**src/rtl/amp_power_sequencer.sv**
```systemverilog
// amp_power_sequencer: power-up, config gating and fault-retry sequencer for
// NUM_AMPS amplifier channels. Define AMP_SEQ_SYNC_EN for 2-flop input syncs.
module amp_power_sequencer #(
    parameter int NUM_AMPS          = 2,
    parameter int TIMER_W           = 16,
    parameter int EN_WAIT_CYCLES    = 1000,
    parameter int CFG_WAIT_CYCLES   = 1000,
    parameter int RETRY_WAIT_CYCLES = 5000,
    parameter int MAX_RETRIES       = 3
) (
    input  logic                clk_in,
    input  logic                reset,
    input  logic                audio_locked_in,
    input  logic [NUM_AMPS-1:0] nerror_in,
    output logic [NUM_AMPS-1:0] nenable_out,
    output logic [NUM_AMPS-1:0] nmute_out,
    output logic                send_config_out,
    output logic                fault_out,
    output logic [NUM_AMPS-1:0] fault_ch_out,
    output logic [3:0]          retry_cnt_out,
    output logic [2:0]          state_out
);

    typedef enum logic [2:0] {
        S_INIT        = 3'd0,
        S_ENABLE_WAIT = 3'd1,
        S_CFG_WAIT    = 3'd2,
        S_RUN         = 3'd3,
        S_FAULT_WAIT  = 3'd4,
        S_LOCKOUT     = 3'd5
    } state_t;

    // A zero dwell behaves like a one-cycle dwell
    localparam logic [TIMER_W-1:0] LP_EN_LOAD =
        (EN_WAIT_CYCLES <= 1) ? '0 : TIMER_W'(EN_WAIT_CYCLES - 1);
    localparam logic [TIMER_W-1:0] LP_CFG_LOAD =
        (CFG_WAIT_CYCLES <= 1) ? '0 : TIMER_W'(CFG_WAIT_CYCLES - 1);
    localparam logic [TIMER_W-1:0] LP_RETRY_LOAD =
        (RETRY_WAIT_CYCLES <= 1) ? '0 : TIMER_W'(RETRY_WAIT_CYCLES - 1);
    localparam logic [4:0] LP_MAX_RETRY =
        (MAX_RETRIES > 15) ? 5'd16 : 5'(MAX_RETRIES);

    logic                w_locked;
    logic [NUM_AMPS-1:0] w_nerror;

`ifdef AMP_SEQ_SYNC_EN
    logic [1:0]          r_lock_sync;
    logic [NUM_AMPS-1:0] r_nerr_meta;
    logic [NUM_AMPS-1:0] r_nerr_sync;

    always_ff @(posedge clk_in or negedge reset) begin
        if (!reset) begin
            r_lock_sync <= '0;
            r_nerr_meta <= '1;
            r_nerr_sync <= '1;
        end else begin
            r_lock_sync <= {r_lock_sync[0], audio_locked_in};
            r_nerr_meta <= nerror_in;
            r_nerr_sync <= r_nerr_meta;
        end
    end

    assign w_locked = r_lock_sync[1];
    assign w_nerror = r_nerr_sync;
`else
    assign w_locked = audio_locked_in;
    assign w_nerror = nerror_in;
`endif

    state_t               r_state;
    logic [TIMER_W-1:0]   r_timer;
    logic [NUM_AMPS-1:0]  r_nenable;
    logic [NUM_AMPS-1:0]  r_nmute;
    logic                 r_send_cfg;
    logic                 r_fault;
    logic [NUM_AMPS-1:0]  r_fault_ch;
    logic [3:0]           r_retry;

    state_t               w_next;
    logic [TIMER_W-1:0]   w_timer_next;
    logic                 w_timer_zero;
    logic                 w_run_fault;
    logic                 w_retry_ok;
    logic                 w_amp_on;

    assign w_timer_zero = (r_timer == '0);
    assign w_run_fault  = (r_state == S_RUN) && !(&w_nerror);
    assign w_retry_ok   = ({1'b0, r_retry} < LP_MAX_RETRY);

    always_comb begin
        w_next       = r_state;
        w_timer_next = w_timer_zero ? '0 : r_timer - 1'b1;
        case (r_state)
            S_INIT: begin
                w_next       = S_ENABLE_WAIT;
                w_timer_next = LP_EN_LOAD;
            end
            S_ENABLE_WAIT: begin
                if (w_timer_zero) begin
                    w_next       = S_CFG_WAIT;
                    w_timer_next = LP_CFG_LOAD;
                end
            end
            S_CFG_WAIT: begin
                if (w_timer_zero) begin
                    w_next       = S_RUN;
                    w_timer_next = '0;
                end
            end
            S_RUN: begin
                if (w_run_fault) begin
                    w_next       = w_retry_ok ? S_FAULT_WAIT : S_LOCKOUT;
                    w_timer_next = LP_RETRY_LOAD;
                end
            end
            S_FAULT_WAIT: begin
                if (w_timer_zero) begin
                    w_next = S_INIT;
                end
            end
            S_LOCKOUT: begin
                w_next = S_LOCKOUT;
            end
            default: begin
                w_next       = S_INIT;
                w_timer_next = '0;
            end
        endcase
    end

    assign w_amp_on = (w_next == S_ENABLE_WAIT) ||
                      (w_next == S_CFG_WAIT) ||
                      (w_next == S_RUN);

    // Outputs decode the next state so they move on the same edge as state_out
    always_ff @(posedge clk_in or negedge reset) begin
        if (!reset) begin
            r_state    <= S_INIT;
            r_timer    <= '0;
            r_nenable  <= '1;
            r_nmute    <= '0;
            r_send_cfg <= 1'b0;
            r_fault    <= 1'b0;
            r_fault_ch <= '0;
            r_retry    <= '0;
        end else begin
            r_state    <= w_next;
            r_timer    <= w_timer_next;
            r_nenable  <= w_amp_on ? '0 : '1;
            r_nmute    <= (w_next == S_RUN) ? {NUM_AMPS{w_locked}} : '0;
            r_send_cfg <= (w_next == S_CFG_WAIT) || (w_next == S_RUN);
            r_fault    <= (w_next == S_LOCKOUT);
            if (w_run_fault) begin
                r_fault_ch <= r_fault_ch | ~w_nerror;
                if (r_retry != 4'hF) begin
                    r_retry <= r_retry + 4'd1;
                end
            end
        end
    end

    assign nenable_out     = r_nenable;
    assign nmute_out       = r_nmute;
    assign send_config_out = r_send_cfg;
    assign fault_out       = r_fault;
    assign fault_ch_out    = r_fault_ch;
    assign retry_cnt_out   = r_retry;
    assign state_out       = r_state;

endmodule

```
**config.mk**
```make
export PLATFORM = sky130hd
export DESIGN_NAME = amp_power_sequencer
export DESIGN_NICKNAME = d
export VERILOG_FILES = /design/src/rtl/amp_power_sequencer.sv
export SDC_FILE = /design/constraint.sdc
export NUM_CORES = 1
export LEC_CHECK = 0
export CAP_MARGIN = 25
export CORE_UTILIZATION = 59
export CTS_BUF_LIST = sky130_fd_sc_hd__clkbuf_4
export DETAILED_ROUTE_END_ITERATION = 16
export DONT_BUFFER_PORTS = 1
export GPL_ROUTABILITY_DRIVEN = 1
export PLACE_DENSITY_LB_ADDON = 0.25
export SLEW_MARGIN = 15
export SYNTH_ARGS = -nofsm -noshare
export SYNTH_HDL_FRONTEND = slang
export SYNTH_SLANG_ARGS = --single-unit
```
**constraint.sdc**
```tcl
create_clock -name clk_in -period 2.46 [get_ports clk_in]
set_clock_uncertainty 0.05 [all_clocks]
set_input_delay 0.246 -clock clk_in [delete_from_list [all_inputs] [get_ports clk_in]]
set_output_delay 0.246 -clock clk_in [all_outputs]
set_load 0.02 [all_outputs]
```
==> impl_metrics.csv <==
group,metric,value,unit
power,ir_drop,0.0003620,V
setup_path,r2r_slack,0.48,ns
power,power.density,473.4,mW/mm²
die,rows,18,
power,p_leak,0.7182,nW
sta,fmax,0.5046,GHz
clock_tree,cts_buffer_depth,2,
sta,rsz0062_at_grt,"no",
synthesis,syn_area_per_cell,9.880,µm²
sta,relSlewSlack,0.6301,
setup_path,crit_type,"reg2reg",
sta,setup_viol,0,
synthesis,synthCells,155,
final_layout,area_growth,10.29,%
setup_path,critPathMaxFanout,5,
synthesis,ys_seq_area_frac,0.4747,
sta,tightest_slew,0.5540,ns
die,io_pins,20,
drt,drc,0,
placement,port_buffers,0,
power,fin_total_pwr,0.7996,mW
worst_hold_path,min_from,"audio_locked_in",
clock_tree,clk_pin_slew_worst_paths,0.10,ns
drt,drtIter0Drc,29,
drt,wl_per_cell,14.94,µm
synthesis,syn_area,0.001531,mm²
synthesis,synth_ff_type,"dfrtp_1",
final_layout,nets,173,
synthesis,synth_cell_types,42,
drt,first_pass_iters,4,
placement,pre_cts_ws,0.5039,ns
drt,via_per_inst,6.274,
power,power_frac_comb,0.028,
power,power.share.sequential,0.606,
sta,finalMaxSlewViolations,0,
worst_hold_path,hp-class,"in2reg",
sta,fin_crit,1.982,ns
power,power.switching,0.1792,mW
die,core,0.002455,mm²
clock_tree,cts_made_buffers,5,
setup_path,required,2.67,ns
synthesis,synth_enable_flop_cells,0,
final_layout,drive_gt1_frac,0.1317,
die,fp.dieArea,0.002804,mm²
die,die_height,52.95,µm
outcome,run_status,"finished clean",
clock_tree,insertion_delay,0.33,ns
job,cap_violations,0,
clock_tree,root_buffer,"clkbuf_4",
power,clockPowerShare,0.366,
final_layout,antennaDiodeCount,0,
setup_path,rr_startpoint,"r_timer[0]$_DFF_PN0_",
synthesis,yosys_warnings,0,
drt,postRouteWirelength,2.943,mm
final_layout,final_core_util,0.6881,
clock_tree,cts_sinks,29,
die,die_w,52.95,µm
grt,grtUsageTotal,0.2596,
clock_tree,ctsHtreeMaxLevel,2,
worst_hold_path,holdPathStages,2,
setup_path,worstPathArrival,2.19,ns
worst_hold_path,min_to,"nmute_out[0]$_DFF_PN0_",
synthesis,ys_seq_elements,29,
sta,setup-tns-final,0,ns
placement,post-dp-hpwl,2.091,mm
grt,antenna_found_initial,0,
drt,antenna_left,0,
power,p_int,0.6204,mW
grt,grt_pass1_wl,5.126,mm
clock_tree,cts_tree,"built",
synthesis,async_flop_share,1.000,
setup_path,rr_worst_depth,7,
sta,finalHoldViolations,0,
grt,first_global_vias,1219,
setup_path,cp-end-kind,"flip-flop",
synthesis,syn-num-nets,162,
placement,gp_congestion,0.8017,
grt,grt_overflow_total,0,
drt,vias,1236,
power,swShare,0.2241,
die,start_util,0.6239,
setup_path,start_kind,"flip-flop",
setup_path,reg2reg_to,"r_timer[14]$_DFF_PN0_",
sta,setup_slack,0.4784,ns
sta,period_share,0.8055,
grt,grt_max_degree,30,
[worst max path at each step]
stage	startpoint	endpoint	slack, ns	cells after the start
detailed placement	r_timer[0]$_DFF_PN0_	r_timer[14]$_DFF_PN0_	0.50	7
global route	r_timer[0]$_DFF_PN0_	r_timer[14]$_DFF_PN0_	0.27	7
global placement	r_timer[0]$_DFF_PN0_	r_timer[14]$_DFF_PN0_	0.55	7
floorplan	r_timer[0]$_DFF_PN0_	r_timer[14]$_DFF_PN0_	0.58	6
finish	r_timer[0]$_DFF_PN0_	r_timer[14]$_DFF_PN0_	0.48	7
CTS	r_timer[0]$_DFF_PN0_	r_timer[14]$_DFF_PN0_	0.48	7
[state kept, by name, indices dropped and copies added, names as in the netlist]
signal,count
r_timer,16
state_out,3
send_config_out,1
nmute_out,1
fault_ch_out,2
nenable_out,1
fault_out,1
retry_cnt_out,4
[layer usage]
metal | up-vias | part of all wire | global-route usage
li1 | 588 | - | -
met1 | 612 | 0.46 | 0.3156
met2 | 30 | 0.49 | 0.4156
met3 | 6 | 0.042 | 0.1006
met4 | 0 | 0.013 | 0.09211
met5 | - | 0 | 0
[worst max-delay path, stage by stage, from the launching register on]
cell     delay [ns]
dfrtp_1        0.42
inv_1          0.09
ha_1           0.22
nor3b_1        0.27
buf_4          0.17
nand2_1        0.08
or4_1          0.47
a21oi_1        0.15
[cell type report]
class	instances	area (µm²)
fillers	178	765.7
multi-input cells	114	750.7
flip-flops and latches	29	726.9
repair buffers	10	95.09
clock buffers	7	52.55
well taps	30	37.54
inverters	6	22.52
clock inverters	1	3.754
[power groups by stage]
stage	registers (mW)	logic [mW]	clock network, mW
after floorplan	0.493	0.00539	0
after global placement	0.494	0.00619	0
after detailed placement	0.494	0.00653	0
after CTS	0.484	0.0234	0.296
after global routing	0.485	0.0265	0.325
final	0.484	0.0226	0.293
[cells in the final DEF (no fill, tap or decap), types with 2 or more instances in the layout]
| master | n |
|---|---|
| nand4_1 | 3 |
| xor2_1 | 7 |
| nor2_1 | 14 |
| nand3b_1 | 2 |
| dfrtp_1 | 28 |
| nand3_1 | 4 |
| xnor2_1 | 2 |
| ha_1 | 2 |
| dlygate4sd3_1 | 3 |
| o21bai_1 | 2 |
| o31ai_1 | 3 |
| nand2_1 | 7 |
| mux2_2 | 2 |
| nor4_1 | 3 |
| mux2i_1 | 2 |
| a31oi_1 | 2 |
| o211ai_1 | 7 |
| or4_1 | 3 |
| nor3_1 | 7 |
| a21oi_1 | 10 |
| nand2b_1 | 7 |
| a21boi_0 | 3 |
| inv_1 | 6 |
| clkbuf_4 | 7 |
| buf_4 | 6 |
| or3_1 | 2 |
| o21ai_0 | 6 |
[stage by stage]
| step | cell area (µm²) | hold slack (ns) | std cells |
|---|---|---|---|
| after detailed placement | 1583 | -0.09899 | 185 |
| final | 1689 | 0.02281 | 197 |
| after global placement | 1583 | -0.09900 | 185 |
| after floorplan | 1531 | -0.09959 | 155 |
| after global routing | 1689 | 0.009852 | 197 |
| after CTS | 1689 | 0.01018 | 197 |
[synthesized netlist by cell type (all sizes together) (4+ instances only)]
library cell,count,area share
xor2,7,0.040
a21oi,10,0.033
nand2,7,0.017
nand3,5,0.020
inv,6,0.015
dfrtp,28,0.46
nor4,4,0.026
nor2,14,0.034
nand2b,7,0.029
o21ai,6,0.020
nor3,7,0.023
o211ai,7,0.034
[cells by family after synthesis]
group | after synthesis | synth area share
xor gates and xnor gates | 9 | 0.05147
AOI/OAI and AO/OA | 39 | 0.1724
adders and majority gates | 2 | 0.01634
muxes | 4 | 0.02778
DFF | 29 | 0.4747
buffers and inverters | 12 | 0.03512
and+or+nand+nor | 60 | 0.2222
[timing repair]
item	CTS	global route
hold endpoints to repair	31	0
buffers inserted	0	0
hold buffers	4	0
endpoints found under the setup margin	0	0
gates resized for setup	0	0
Note: power is estimated with default switching activity, not from simulation.
